$ cat src/rtl/vga_demo_pkg.sv
// Shared constants and state encoding for the VGA text demo datapath.
package vga_demo_pkg;

    localparam int SCREEN_W = 640;
    localparam int SCREEN_H = 480;
    localparam int COLOR_W  = 3;

    typedef enum logic [1:0] {
        ST_IDLE  = 2'd0,
        ST_MOVE  = 2'd1,
        ST_PAUSE = 2'd2
    } motion_state_t;

endpackage

$ cat src/rtl/bounce_axis.sv
// One axis of the bouncing object: clamps at 0 and LIMIT and reflects direction.
module bounce_axis
    import vga_demo_pkg::*;
#(
    parameter int LIMIT = 80,
    parameter int START = 10
) (
    input  logic       clk,
    input  logic       reset,
    input  logic       advance,
    input  logic [2:0] step,
    output logic [9:0] pos,
    output logic       dir,
    output logic       hit
);

    logic [10:0] sum_up;
    logic        at_high;
    logic        at_low;

    // The sum is one bit wider so a step past LIMIT is seen before it can wrap.
    assign sum_up  = {1'b0, pos} + {8'd0, step};
    assign at_high = (sum_up >= 11'(LIMIT));
    assign at_low  = (pos <= {7'd0, step});
    assign hit     = advance && (dir ? at_low : at_high);

    // Move one step per advance strobe, landing exactly on the edge and reversing when it is reached.
    always_ff @(posedge clk) begin
        if (reset) begin
            pos <= 10'(START);
            dir <= 1'b0;
        end else if (advance) begin
            if (!dir) begin
                if (at_high) begin
                    pos <= 10'(LIMIT);
                    dir <= 1'b1;
                end else begin
                    pos <= sum_up[9:0];
                end
            end else begin
                if (at_low) begin
                    pos <= 10'd0;
                    dir <= 1'b0;
                end else begin
                    pos <= pos - {7'd0, step};
                end
            end
        end
    end

endmodule

$ cat src/rtl/bounce_motion_controller.sv
// Frame-rate scheduler for the bouncing banner: run/hold FSM, post-bounce dwell and colour stepping.
module bounce_motion_controller #(
    parameter int SCREEN_W     = vga_demo_pkg::SCREEN_W,
    parameter int SCREEN_H     = vga_demo_pkg::SCREEN_H,
    parameter int OBJ_W        = 560,
    parameter int OBJ_H        = 32,
    parameter int START_X      = 10,
    parameter int START_Y      = 10,
    parameter int PAUSE_FRAMES = 8,
    parameter int COLOR_W      = vga_demo_pkg::COLOR_W
) (
    input  logic               clk,
    input  logic               reset,
    input  logic               frame_tick,
    input  logic               run_en,
    input  logic [1:0]         speed,
    output logic [9:0]         pos_x,
    output logic [9:0]         pos_y,
    output logic [COLOR_W-1:0] color_index,
    output logic               bounce_pulse,
    output logic [1:0]         state_o
);

    import vga_demo_pkg::*;

    localparam int MAX_X = SCREEN_W - OBJ_W;
    localparam int MAX_Y = SCREEN_H - OBJ_H;
    localparam int CNT_W = (PAUSE_FRAMES > 1) ? $clog2(PAUSE_FRAMES + 1) : 1;

    motion_state_t    state;
    motion_state_t    state_next;
    logic [CNT_W-1:0] pause_cnt;
    logic [CNT_W-1:0] pause_cnt_next;
    logic [2:0]       step;
    logic             advance;
    logic             hit_x;
    logic             hit_y;
    logic             any_hit;
    logic             dir_x;
    logic             dir_y;
    logic             unused_dirs;

    // A run_en drop suppresses movement even when it lands on a frame tick.
    assign step        = {1'b0, speed} + 3'd1;
    assign advance     = (state == ST_MOVE) && frame_tick && run_en;
    assign any_hit     = hit_x || hit_y;
    assign state_o     = state;
    assign unused_dirs = dir_x ^ dir_y;

    bounce_axis #(.LIMIT(MAX_X), .START(START_X)) u_axis_x (
        .clk     (clk),
        .reset   (reset),
        .advance (advance),
        .step    (step),
        .pos     (pos_x),
        .dir     (dir_x),
        .hit     (hit_x)
    );

    bounce_axis #(.LIMIT(MAX_Y), .START(START_Y)) u_axis_y (
        .clk     (clk),
        .reset   (reset),
        .advance (advance),
        .step    (step),
        .pos     (pos_y),
        .dir     (dir_y),
        .hit     (hit_y)
    );

    // Next-state logic: run_en low forces IDLE, otherwise the FSM only moves on frame ticks.
    always_comb begin
        state_next     = state;
        pause_cnt_next = pause_cnt;
        if (!run_en) begin
            state_next     = ST_IDLE;
            pause_cnt_next = '0;
        end else if (frame_tick) begin
            case (state)
                ST_IDLE: begin
                    state_next = ST_MOVE;
                end
                ST_MOVE: begin
                    if (any_hit && (PAUSE_FRAMES > 0)) begin
                        state_next     = ST_PAUSE;
                        pause_cnt_next = CNT_W'(PAUSE_FRAMES);
                    end
                end
                ST_PAUSE: begin
                    if (pause_cnt <= CNT_W'(1)) begin
                        state_next     = ST_MOVE;
                        pause_cnt_next = '0;
                    end else begin
                        pause_cnt_next = pause_cnt - CNT_W'(1);
                    end
                end
                default: begin
                    state_next = ST_IDLE;
                end
            endcase
        end
    end

    // Register FSM state, dwell counter, colour and the one-cycle bounce pulse.
    always_ff @(posedge clk) begin
        if (reset) begin
            state        <= ST_IDLE;
            pause_cnt    <= '0;
            color_index  <= COLOR_W'(1);
            bounce_pulse <= 1'b0;
        end else begin
            state        <= state_next;
            pause_cnt    <= pause_cnt_next;
            bounce_pulse <= any_hit;
            if (any_hit) begin
                color_index <= color_index + COLOR_W'(1);
            end
        end
    end

endmodule

$ cat config.mk
export PLATFORM = sky130hd
export DESIGN_NAME = bounce_motion_controller
export DESIGN_NICKNAME = d
export VERILOG_FILES = /design/src/rtl/vga_demo_pkg.sv /design/src/rtl/bounce_axis.sv /design/src/rtl/bounce_motion_controller.sv
export SDC_FILE = /design/constraint.sdc
export NUM_CORES = 1
export LEC_CHECK = 0
export BUFFER_PORTS_ARGS = -buffer_cell sky130_fd_sc_hd__buf_2
export CAP_MARGIN = 40
export CORE_MARGIN = 2
export CORE_UTILIZATION = 60
export DETAILED_ROUTE_END_ITERATION = 10
export PLACE_DENSITY_LB_ADDON = 0.2
export SLEW_MARGIN = 20
export SYNTH_ARGS = -nofsm -noshare
export SYNTH_HDL_FRONTEND = slang
export SYNTH_HIERARCHICAL = 1
export SYNTH_SLANG_ARGS = --single-unit
$ cat constraint.sdc
create_clock -name clk -period 8.4 [get_ports clk]
set_clock_uncertainty 0.05 [all_clocks]
set_input_delay 0.84 -clock clk [delete_from_list [all_inputs] [get_ports clk]]
set_output_delay 0.84 -clock clk [all_outputs]
set_load 0.1 [all_outputs]
# After elaboration in Yosys (flattened, before gate mapping)
# Cells that the tools add are included.
# word_totals
regBits	32
latchBits	0
ramBits	0
romBits	0
in_bits	6
out_inout_bits	26
wordCells	55
n_memories	0
# classes
n_addsub	7
n_mul	0
div_mod_pow	0
n_lt_le_gt_ge	5
n_eq_ne	4
n_shift	0
n_mux	20
bitwise	1
reduce_logical	10
# op_table
op	n
$mux 10	6
$add 10x3->11	2
$le 10x3->1	2
$sub 10x3->10	2
$ge 11x7->1 const B	1
$ge 11x9->1 const B	1
$mux 1	8
$mux 4	2
$pmux 4 s2	1
$pmux 2 s3	1
$reduce_and 3->1	2
$le 4x1->1 const B	1
$logic_and 1x1->1	4
$mux 2	2
$ne 2x2->1 const B	2
$sub 4x1->4 const B	1
$add 2x1->3 const B	1
$add 3x1->3 const B	1
$eq 2x1->1 const B	1
$eq 2x2->1 const B	1
$logic_not 2->1	1
$reduce_bool 2->1	1
$reduce_or 2->1	1
$logic_or 1x1->1	1
$not 1->1	1

# Longest topological paths before layout
# Gate-level depths: netlist (run 1).
# logic_depth
ltp_word	8
depth_mapped	14

# By module
# The synthesis (run 1) kept the hierarchy.
# by_module_without_submodules
mod	instances	cells_each	area_each_um2
bounce_axis at u_axis_y	1	139	1087.3
bounce_axis at u_axis_x	1	128	1024.7
bounce_motion_controller	1	64	586.8

# Worst setup path before layout (run 1)
# No wires, ideal clock.
# synth_path
path_type	input -> register
startpoint	input port speed[0]
endpoint	register pause_cnt[1]
setup_time_ns	0.060
arrival_time_ns	3.748
required_ns	8.290
path_slack_ns	4.542
stages	13
cell_sequence	ha_1 > inv_1 > ha_1 > or3b_4 > a311oi_2 > nand3_2 > a21oi_4 > a21oi_1 > and2_1 > nor2_4 > nor3_1 > a311oi_2 > and3b_1
# synth_via
elab_chain_len	8
word_cells_on_any_way	14
classes_between	add/sub: 3; order compare: 4; eq/ne: 1; mux: 2; reduce/logical: 4
# synth_rtl
item	line_no	source
from (decl)	bounce_motion_controller.sv:16	input logic [1:0] speed,
$add 2x1->3 *	bounce_motion_controller.sv:44	assign step = {1'b0, speed} + 3'd1;
$add 10x3->11	bounce_axis.sv:22	assign sum_up = {1'b0, pos} + {8'd0, step};
$ge 11x9->1	bounce_axis.sv:23	assign at_high = (sum_up >= 11'(LIMIT));
$mux 1 *	bounce_axis.sv:25	assign hit = advance && (dir ? at_low : at_high);
$logic_and 1x1->1 *	bounce_axis.sv:25	
named net hit_y	bounce_motion_controller.sv:37	logic hit_y;
$logic_or 1x1->1 *	bounce_motion_controller.sv:46	assign any_hit = hit_x || hit_y;
$ne 2x2->1 (no source line) *	-	
$reduce_and 3->1 (no source line) *	-	
to (signal assigned)	bounce_motion_controller.sv:112	pause_cnt <= pause_cnt_next;
to (decl)	bounce_motion_controller.sv:32	logic [CNT_W-1:0] pause_cnt;
# The timed path passes the listed nets; every way through them passes the cells marked *.
# A chain may end at the register's enable or synchronous reset.

# Final worst setup path (run 1)
# layout_path
startpoint	input port speed[0]
endpoint	register pause_cnt[1]
# layout_via
elab_chain_len	8
word_cells_on_any_way	14
classes_between	add/sub: 3; order compare: 4; eq/ne: 1; mux: 2; reduce/logical: 4
# layout_rtl
item	line_no	source
$add 2x1->3 *	bounce_motion_controller.sv:44	
named net step[1]	bounce_motion_controller.sv:34	logic [2:0] step;
$add 10x3->11	bounce_axis.sv:22	
$ge 11x9->1	bounce_axis.sv:23	
$mux 1 *	bounce_axis.sv:25	
$logic_and 1x1->1 *	bounce_axis.sv:25	
named net hit_y	bounce_motion_controller.sv:37	
$logic_or 1x1->1 *	bounce_motion_controller.sv:46	
$ne 2x2->1 (no source line) *	-	
$reduce_and 3->1 (no source line) *	-	
# Marks and branches as above.

==> impl_metrics.ini, run 1 <==
[power_and_ir_drop]
powerDensity_mw_per_mm2 = 115
p_leak_nw = 1.14
vdd.ir_drop.worst_mv = 0.0663

[logic_synthesis]
synth_area_leader_cell = dfxtp_1
syn-cell-area_sq_mm = 0.00270
synth.distinct_cells = 79
ys_ff_latch = 32
synth_top_family_by_area = compound AO/OA/AOI/OAI gates
ys.flop_type = dfxtp_1
synth_commonest_cells = dfxtp_1, inv_1, a21oi_1, o21ai_0, nor2_1
synth-edff-count = 0
synth_compound_area_share_pct = 28.0
async_flop_share_pct = 0
synth_cells = 331
synth_xor_area_share_pct = 3.57
synth.most_common_cell = dfxtp_1
synth-seq-area-share_pct = 23.7
synth_top_area_share_pct = 23.7
synthTopCellsByArea = dfxtp_1, ha_1, a21oi_1, inv_1, o21ai_0
syn_nets = 357
synth_simple_gate_area_share_pct = 26.6
synthAdderAreaFrac_pct = 10.4
syn_area_per_cell_sq_um = 8.15
synthMuxAreaShare_pct = 0.371
ys.warnings.count = 6

[sta]
fin_crit_sh_pct = 47.3
slew_headroom_pct = 64.0
final-setup-viol-count = 0
setup_ws_ns = 4.43
tns_ns = 0
rsz0062_at_grt = no
fmax_ghz = 0.252
slew_violations = 0
worst_pin_slew_ns = 0.540
holdWs_ns = 0.431
finalHoldViolCount = 0
fin_crit_ns = 3.97

[global_route]
gr-total-overflow = 0
antenna_found_initial = 0
grt_use_total_pct = 26.7
grt_pass1_vias = 2373
grt_pass1_wl_mm = 10.8
grt_max_degree = 33

[routing]
remaining_drc_errors = 0
wirelength_mm = 6.41
vias = 2578
ant_nets = 0
drt-initial-drc-count = 230
drtPass1Iterations = 5
avgViaCountPerCell = 6.35
wire_per_inst_microns = 15.8

[floorplanning]
die_x_microns = 71.1
row_count = 24
die-height_microns = 71.1
ios = 32
die-area_sq_mm = 0.00505
core-area_sq_mm = 0.00435
initial_core_util_pct = 62.0

[setup_path]
critical_path_buf_inv_count = 2
crit_slowest_cell = ha_1
crit_path_max_incr_delay_ns = 0.43
worstPathRequired_ns = 8.59
worstPathCellList = buf_2 > ha_1 > inv_1 > ha_1 > or3b_4 > a311oi_2 > nand3_2 > a21oi_4 > a21oi_1 > and2_1 > nor2_4 > nor3_1 > a311oi_2 > and3b_1
path_depth = 14
r2r_slack_ns = 5.14
path_class = in -> reg
cp-end-kind = flop
r2r_end = pause_cnt[1]
worstRegToRegCells = 12
crit_path_max_fanout = 7
startpoint = speed[0]
crit_family = simple AND/OR/NAND/NOR gates
cp_data_arrival_time_ns = 4.16
start_kind = primary input
r2r-start = u_axis_x/pos[0]
cp-endpoint = pause_cnt[1]

[cts]
cts_made_buffers = 5
post_cts_buffers = 0
clk-insertion-delay-late_ns = 0.29
cts_resized = 0
cts_root_buf = clkbuf_8
ctsHoldBuffers = 0
clock_path_buffers = 2
cts_tree = built
path_clk_slew_ns = 0.07
clock_sinks = 32
h-tree-depth = 2

[finish]
fillers = 391
antenna-diode-count = 0
postLayoutCoreUtil_pct = 67.3
areaGrowthSynthToFinish_pct = 8.53
drive_above_1_share_pct = 19.2
layout.nets = 379

[placed_design]
port_buffers = 31
hpwl_mm = 4.66
dp_slack_ns = 4.15
gp_congestion = 0.871

[flow_run]
max_cap_viol_count = 0

[run_status]
status = finished, final reports clean

[min_path]
worstHoldPathCells = 2
min_path_type = reg -> reg
-- state kept, by name, indices dropped and copies added (netlist names) --
register and flops:
u_axis_y/dir 1, u_axis_y/pos 10, pause_cnt 4, u_axis_x/pos 10, bounce_pulse 1, state_o 2
color_index 3, u_axis_x/dir 1
-- placed cells by master (no fill, tap or decap), types with 3 or more instances in the layout --
cell      count
a32o_1        3
nand2b_1      6
nand3b_1      5
nand4_1       3
nand2_1      15
o21ai_0      19
o41ai_1       3
a31oi_1       6
o21ai_1       3
or3_4         4
dfxtp_1      32
o21a_1        6
nor4_1        8
and3_1        6
o21ai_2       3
o211ai_1      3
xnor2_1       9
clkbuf_8      6
nor3_1       15
or3_1         3
buf_2        31
a21oi_1      21
inv_1        28
nor2b_1       7
nand3_1       7
nor2_1       18
ha_1         16
fa_1          4
-- cell type report --
type | count | area [sq um] | share of cell area, %
clock buffers | 6 | 82.6 | 2.82
repair buffers | 32 | 163 | 5.55
clock inverters | 2 | 10.0 | 0.342
inverters | 28 | 105 | 3.59
multi-input cells | 254 | 1860 | 63.6
well taps | 52 | 65.1 | 2.22
flip-flops and latches | 32 | 641 | 21.9
-- worst min path at each step --
stage	startpoint	endpoint	slack, ns
after floorplan	pause_cnt[3]	pause_cnt[3]	0.43
after global placement	color_index[1]	color_index[1]	0.42
after detailed placement	color_index[1]	color_index[1]	0.42
after CTS	color_index[1]	color_index[1]	0.43
after global routing	color_index[1]	color_index[1]	0.47
final	color_index[1]	color_index[1]	0.43
-- per-stage QoR --
step	total power, W	cells	cell area [sq um]
after floorplan	0.000204	331	2700
after global placement	0.000214	398	2840
after detailed placement	0.000215	398	2840
after CTS	0.000340	406	2930
after global routing	0.000352	406	2930
final	0.000338	406	2930
-- per-layer routing --
metal / track usage (%) / routed length (microns) / part of all wire (%)
met1: 36.6 / 3020 / 47
met5: 0 / 0 / 0
met2: 41.2 / 2830 / 44
met3: 6.13 / 461 / 7.2
met4: 9.85 / 99 / 1.5
-- cell families after synthesis --
family | count (synthesis)
AND/OR/NAND/NOR | 119
XOR/XNOR | 11
AO/OA/AOI/OAI | 103
adder cells (fa/ha/maj) | 20
multiplexers | 1
flip-flops | 32
buffers and inverters | 45
-- power by group --
group | total (W) | internal, W | switching, W
Sequential | 0.000156 | 0.000153 | 0.00000257
Combinational | 0.0000567 | 0.0000189 | 0.0000378
Clock | 0.000126 | 0.0000654 | 0.0000604
-- worst reg2reg max path, stage by stage (launching register included) --
cell and delay, ns:
dfxtp_1 0.35, ha_1 0.22, fa_1 0.43, nor2b_4 0.16, o21ai_0 0.36, a31o_2 0.24, o211ai_2 0.13, or2_4 0.29
and3_1 0.22, nor2_4 0.16, nor3_1 0.08, a311oi_2 0.32, and3b_1 0.19
No activity file was read; power rests on OpenSTA's default activity.
==> inputs of run 2 (changes only) <==
Settings changed: ABC_AREA set to 1, CORE_UTILIZATION 60 to 59.
Clock period 8.4 ns to 3.95 ns, I/O delays scaled along.
==> run 2 against run 1 <==
  * Wire length rose by 5.9%
  * Core utilization increased by 1.6 points
  * Critical path depth rose by 5
  * Clock-buffer cell count grew 1
  * Largest cell class unchanged
==> impl_metrics.ini, run 2 <==
[setup_path]
r2r_end = pause_cnt[2]
start_kind = primary input
cp-end-kind = flop
worstPathRequired_ns = 4.08
path_class = in -> reg
r2r-start = u_axis_x/pos[0]
cp_data_arrival_time_ns = 3.07
worstRegToRegCells = 19
r2r_slack_ns = 1.23
crit_path_max_fanout = 7

[logic_synthesis]
synth-edff-count = 0
syn_area_per_cell_sq_um = 6.42
synth.distinct_cells = 37
syn_nets = 459
synth_top_area_share_pct = 23.0
ys.flop_type = dfxtp_1
syn-cell-area_sq_mm = 0.00278
ys.warnings.count = 6
synth_area_leader_cell = dfxtp_1
synth_cells = 433
async_flop_share_pct = 0
synth_commonest_cells = nand2_1, inv_1, nor2_1, dfxtp_1, o21ai_0
ys_ff_latch = 32
synth.most_common_cell = nand2_1
synth-seq-area-share_pct = 23.0
synthTopCellsByArea = dfxtp_1, nand2_1, inv_1, ha_1, o21ai_0

[global_route]
grt_pass1_vias = 2494
grt_pass1_wl_mm = 11.2
gr-total-overflow = 0
grt_max_degree = 20
antenna_found_initial = 0
grt_use_total_pct = 26.9

[sta]
worst_pin_slew_ns = 0.558
slew_violations = 0
final-setup-viol-count = 0
finalHoldViolCount = 0
fmax_ghz = 0.340
tns_ns = 0
fin_crit_sh_pct = 74.4
rsz0062_at_grt = no
slew_headroom_pct = 62.8
fin_crit_ns = 2.94

[routing]
met2RoutedLength_mm = 3.28
vias = 2857
top_layer = met4
ant_nets = 0
route.met3.wl_microns = 366
routedLengthMet1_mm = 3.00
wirelength_mm = 6.79
wire_per_inst_microns = 13.2
avgViaCountPerCell = 5.54
drtPass1Iterations = 5
drt-initial-drc-count = 215
remaining_drc_errors = 0

[power_and_ir_drop]
p_leak_nw = 1.51
clkPwrFrac_pct = 40.4
p_switching_w = 0.000269
netSwitchingFraction_pct = 30.9
p_comb_share_pct = 20.7
seqPwrFrac_pct = 38.9
fin_total_pwr_w = 0.000872
powerDensity_mw_per_mm2 = 285
vdd.ir_drop.worst_mv = 0.182
p_int_w = 0.000603

[placed_design]
hpwl_mm = 5.15
placed_area_sq_mm = 0.00294
gp_congestion = 0.953
dpl.cell_count = 508
port_buffers = 31

[cts]
cts_made_buffers = 5
post_cts_buffers = 0
cts_root_buf = clkbuf_8
h-tree-depth = 2
ctsHoldBuffers = 0
path_clk_slew_ns = 0.08
clock_path_buffers = 2
cts_resized = 0
clock_sinks = 32
cts_tree = built
clk-insertion-delay-late_ns = 0.29

[finish]
drive_above_1_share_pct = 17.9
fin_area_sq_mm = 0.00306
reg_top3 = u_axis_x/pos (10), u_axis_y/pos (10), pause_cnt (4)
areaGrowthSynthToFinish_pct = 10.1
postLayoutCoreUtil_pct = 68.9
final_common_cell = nand2_1
layout.nets = 489
fillers = 395
antenna-diode-count = 0
final_cells = 516
final_cell_mix = nand2_1, inv_1, nor2_1, dfxtp_1, buf_2

[floorplanning]
ios = 32
row_count = 24
die_x_microns = 72.7
die-height_microns = 72.7
die-area_sq_mm = 0.00528
initial_core_util_pct = 62.6
core-area_sq_mm = 0.00444

[min_path]
hold_start = frame_tick
holdPathEnd = state_o[1]
min_path_type = in -> reg
worstHoldPathCells = 3

[flow_run]
max_cap_viol_count = 0

[run_status]
status = finished, final reports clean
run 2: changes by cell type after synthesis, sizes merged, moves of 9 or more:
cell    previous run  this run
clkbuf            11         2
inv               28        69
nand2             16       118
nand3              8        30
nand4              3        16
nor2              19        48
nor3              16         4
o21ai             26        36
run 2: kinds of logic (layout without fill, tap and decap cells):
kind of cell / after synthesis / in the layout / synth area share [%]
buffers and inverters: 79 / 110 / 12.2
DFF: 32 / 32 / 23.0
xor gates and xnor gates: 10 / 10 / 3.15
and+or+nand+nor: 222 / 222 / 37.7
adders and majority gates: 20 / 20 / 10.1
AOI/OAI and AO/OA: 70 / 70 / 13.8
run 2: layout make-up:
type / count / area [sq um] / share of cell area, %
clock inverters: 1 / 30.0 / 0.981
inverters: 70 / 263 / 8.58
flip-flops and latches: 32 / 641 / 20.9
multi-input cells: 322 / 1800 / 58.9
repair buffers: 32 / 163 / 5.31
clock buffers: 7 / 96.3 / 3.15
well taps: 52 / 65.1 / 2.13
run 2: how the worst max path moves through the flow:
stage | start | to | slack [ns]
finish | speed[0] | pause_cnt[2] | 1.01
global route | speed[0] | pause_cnt[3] | 0.79
CTS | speed[0] | pause_cnt[0] | 1.06
detailed placement | speed[0] | pause_cnt[3] | 0.76
global placement | speed[0] | pause_cnt[2] | 0.84
floorplan | u_axis_y/pos[1] | pause_cnt[3] | 0.94
run 2: layer usage:
layer	up-vias	track usage [%]
met4	0	10.9
met2	104	44.8
met5	-	0
met1	1293	33.8
li1	1447	-
met3	13	5.52
run 2: stage by stage:
step	hold slack (ns)	worst slack, ns
after CTS	0.397	1.06
final	0.404	1.01
after global routing	0.421	0.790
after global placement	0.427	0.842
after floorplan	0.402	0.938
after detailed placement	0.431	0.762
run 2: critical path: stages:
cell	delay (ns)
buf_2	0.10
ha_1	0.41
inv_1	0.13
fa_1	0.46
nand2_1	0.13
nand2_1	0.09
o21ai_1	0.08
nand4_1	0.09
and2_1	0.26
nor2_4	0.14
inv_2	0.06
a21oi_2	0.14
inv_1	0.06
nand2_1	0.17
nand2_1	0.08
nand2_1	0.06
nand2_1	0.08
nand2_1	0.07
a21oi_1	0.06
run 2: power groups by stage:
stage | combinational, W | clock (W) | sequential, W
2_1_floorplan | 0.000105 | 0 | 0.000382
3_3_place_gp | 0.000174 | 0 | 0.000346
3_5_place_dp | 0.000177 | 0 | 0.000347
4_1_cts | 0.000178 | 0.000358 | 0.000339
5_1_grt | 0.000197 | 0.000375 | 0.000340
6_report | 0.000181 | 0.000352 | 0.000339
==> inputs of run 3 (changes only) <==
Settings changed: CORE_UTILIZATION 59 to 54.
Clock period 3.95 ns to 2.4 ns, I/O delays scaled along.
==> run 3 against run 2 <==
  * Clock-buffer cell count unchanged
  * Via count increased by 6.8%
  * Sequential power increased by 64%
  * First-iteration DRC count decreased by 27%
  * Clock power increased by 36%
  * Setup slack got worse by 0.94 ns
  * Power increased by 63%
  * Largest power group is now registers
  * Sequential share of layout area decreased by 2.4 points
  * Non-clock buffer count increased by 45
  * Hold slack got worse by 0.14 ns
  * Core utilization increased by 3.8 points
  * Design area increased by 20%
==> impl_metrics.ini, run 3 (synthesis gave the netlist of run 2 again) <==
[power_and_ir_drop]
vdd.ir_drop.worst_mv = 0.263
p_leak_nw = 1.75
powerDensity_mw_per_mm2 = 388
fin_total_pwr_w = 0.00142

[cts]
clk-insertion-delay-late_ns = 0.29
ctsHoldBuffers = 0
cts_tree = built
path_clk_slew_ns = 0.07
h-tree-depth = 2
clock_path_buffers = 2
cts_made_buffers = 5
cts_root_buf = clkbuf_8
clock_sinks = 32

[floorplanning]
core-area_sq_mm = 0.00504
ios = 32
initial_core_util_pct = 55.2
die-height_microns = 75.8
row_count = 26
die_x_microns = 75.8
die-area_sq_mm = 0.00574

[flow_run]
max_cap_viol_count = 0

[setup_path]
worstPathCellList = ha_4 > fa_2 > nand2_2 > nand2_4 > nand2_4 > nand2_2 > nand2_2 > nor2_4 > nand2_4 > nand2_4 > o21ai_2 > inv_2 > nor2_4 > nor2_1 > nand2_1 > nand2_2 > o21ai_2 > nor2_1
r2r-start = u_axis_y/pos[0]
r2r_end = pause_cnt[3]
cp_data_arrival_time_ns = 2.47
r2r_slack_ns = 0.07
worstPathRequired_ns = 2.53
path_class = reg -> reg
crit_path_max_incr_delay_ns = 0.40
crit_path_max_fanout = 4
worstRegToRegCells = 18
crit_slowest_cell = fa_2
start_kind = flop
cp-end-kind = flop

[min_path]
min_path_type = in -> reg
hold_start = frame_tick
worstHoldPathCells = 3
holdPathEnd = pause_cnt[1]

[finish]
antenna-diode-count = 0
drive_above_1_share_pct = 38.5
final_common_cell = nand2_1
areaGrowthSynthToFinish_pct = 31.8
final_cell_mix = nand2_1, inv_1, buf_4, nor2_1, buf_2
reg_top3 = u_axis_x/pos (10), u_axis_y/pos (10), pause_cnt (4)
fin_area_sq_mm = 0.00367
layout.nets = 534

[routing]
wire_per_inst_microns = 13.2
avgViaCountPerCell = 5.27
vias = 3051
drtPass1Iterations = 5
remaining_drc_errors = 0
ant_nets = 0
wirelength_mm = 7.65
drt-initial-drc-count = 157

[global_route]
grt_use_total_pct = 27.0
grt_pass1_wl_mm = 12.0
gr-total-overflow = 0
grt_max_degree = 22
grt_pass1_vias = 2732
antenna_found_initial = 0

[sta]
worst_pin_slew_ns = 0.489
final-setup-viol-count = 0
fin_crit_sh_pct = 97.2
fin_crit_ns = 2.33
slew_violations = 0
finalHoldViolCount = 0
fmax_ghz = 0.429
rsz0062_at_grt = yes
slew_headroom_pct = 67.6
tns_ns = 0

[run_status]
status = finished, final reports clean

[placed_design]
port_buffers = 31
hpwl_mm = 5.45
placed_area_sq_mm = 0.00328
gp_congestion = 0.908
==> run 3: cell count changes in the layout (fill, tap and decap cells not counted), moves of 5 or more <==
cell,change
nand2_4,+5
dfxtp_2,+13
buf_4,+45
nand2_2,+17
ha_4,+5
dfxtp_1,-19
ha_1,-7
dfxtp_4,+6
inv_1,-7
inv_2,+6
nand2_1,-22
==> run 3: stage by stage <==
stage | worst slack (ns) | hold WS (ns) | cells | utilization [%]
final | 0.0680 | 0.263 | 579 | 72.7
after global routing | -0.0649 | 0.270 | 579 | 72.7
after CTS | 0.0307 | 0.255 | 568 | 67.2
after detailed placement | -0.267 | 0.436 | 560 | 65.0
after global placement | -0.196 | 0.424 | 560 | 65.0
after floorplan | -0.0261 | 0.262 | 433 | -
==> run 3: final cells by class <==
type	instances	area (sq um)
multi-input cells	322	2030
repair buffers	77	500
fillers	419	1380
clock buffers	7	97.6
well taps	70	87.6
clock inverters	1	5.00
inverters	70	267
flip-flops and latches	32	679
==> run 3: worst max path at each step <==
stage / start / depth (start not counted) / endpoint
2_1_floorplan: speed[1] / 19 / pause_cnt[3]
3_3_place_gp: speed[0] / 20 / pause_cnt[2]
3_5_place_dp: speed[0] / 20 / pause_cnt[2]
4_1_cts: speed[0] / 20 / pause_cnt[2]
5_1_grt: u_axis_x/pos[0] / 16 / pause_cnt[3]
6_report: u_axis_y/pos[0] / 18 / pause_cnt[3]
==> run 3: repair_timing <==
action	in CTS	in global routing
gates resized for setup	2	52
pin swaps	0	19
setup buffers	0	11
endpoints found under the hold margin	0	0
setup endpoints to repair	5	10
gates cloned	0	0
==> run 3: power breakdown <==
group	internal (W)	switching [W]
Clock	0.000266	0.000213
Combinational	0.000145	0.000241
Sequential	0.000537	0.0000191
Total	0.000949	0.000473
==> run 3: metal layers <==
metal  part of all wire [%]  up-vias  global-route usage [%]  wire length [microns]
met1                     42     1392                    32.4                   3200
met5                      0        -                       0                      0
met2                     52      101                    49.4                   3960
met4                    1.6        0                    7.60                    122
met3                    4.7       14                    4.37                    362
li1                       -     1544                       -                      -
==> run 3: worst max-delay path, delay by kind of cell, from the launching register on <==
| family | cells | cell delay, ns |
|---|---|---|
| simple gates | 13 | 0.86 |
| fa+ha+maj | 2 | 0.57 |
| flops | 1 | 0.37 |
| compound gates | 2 | 0.28 |
| buf+inv | 1 | 0.08 |
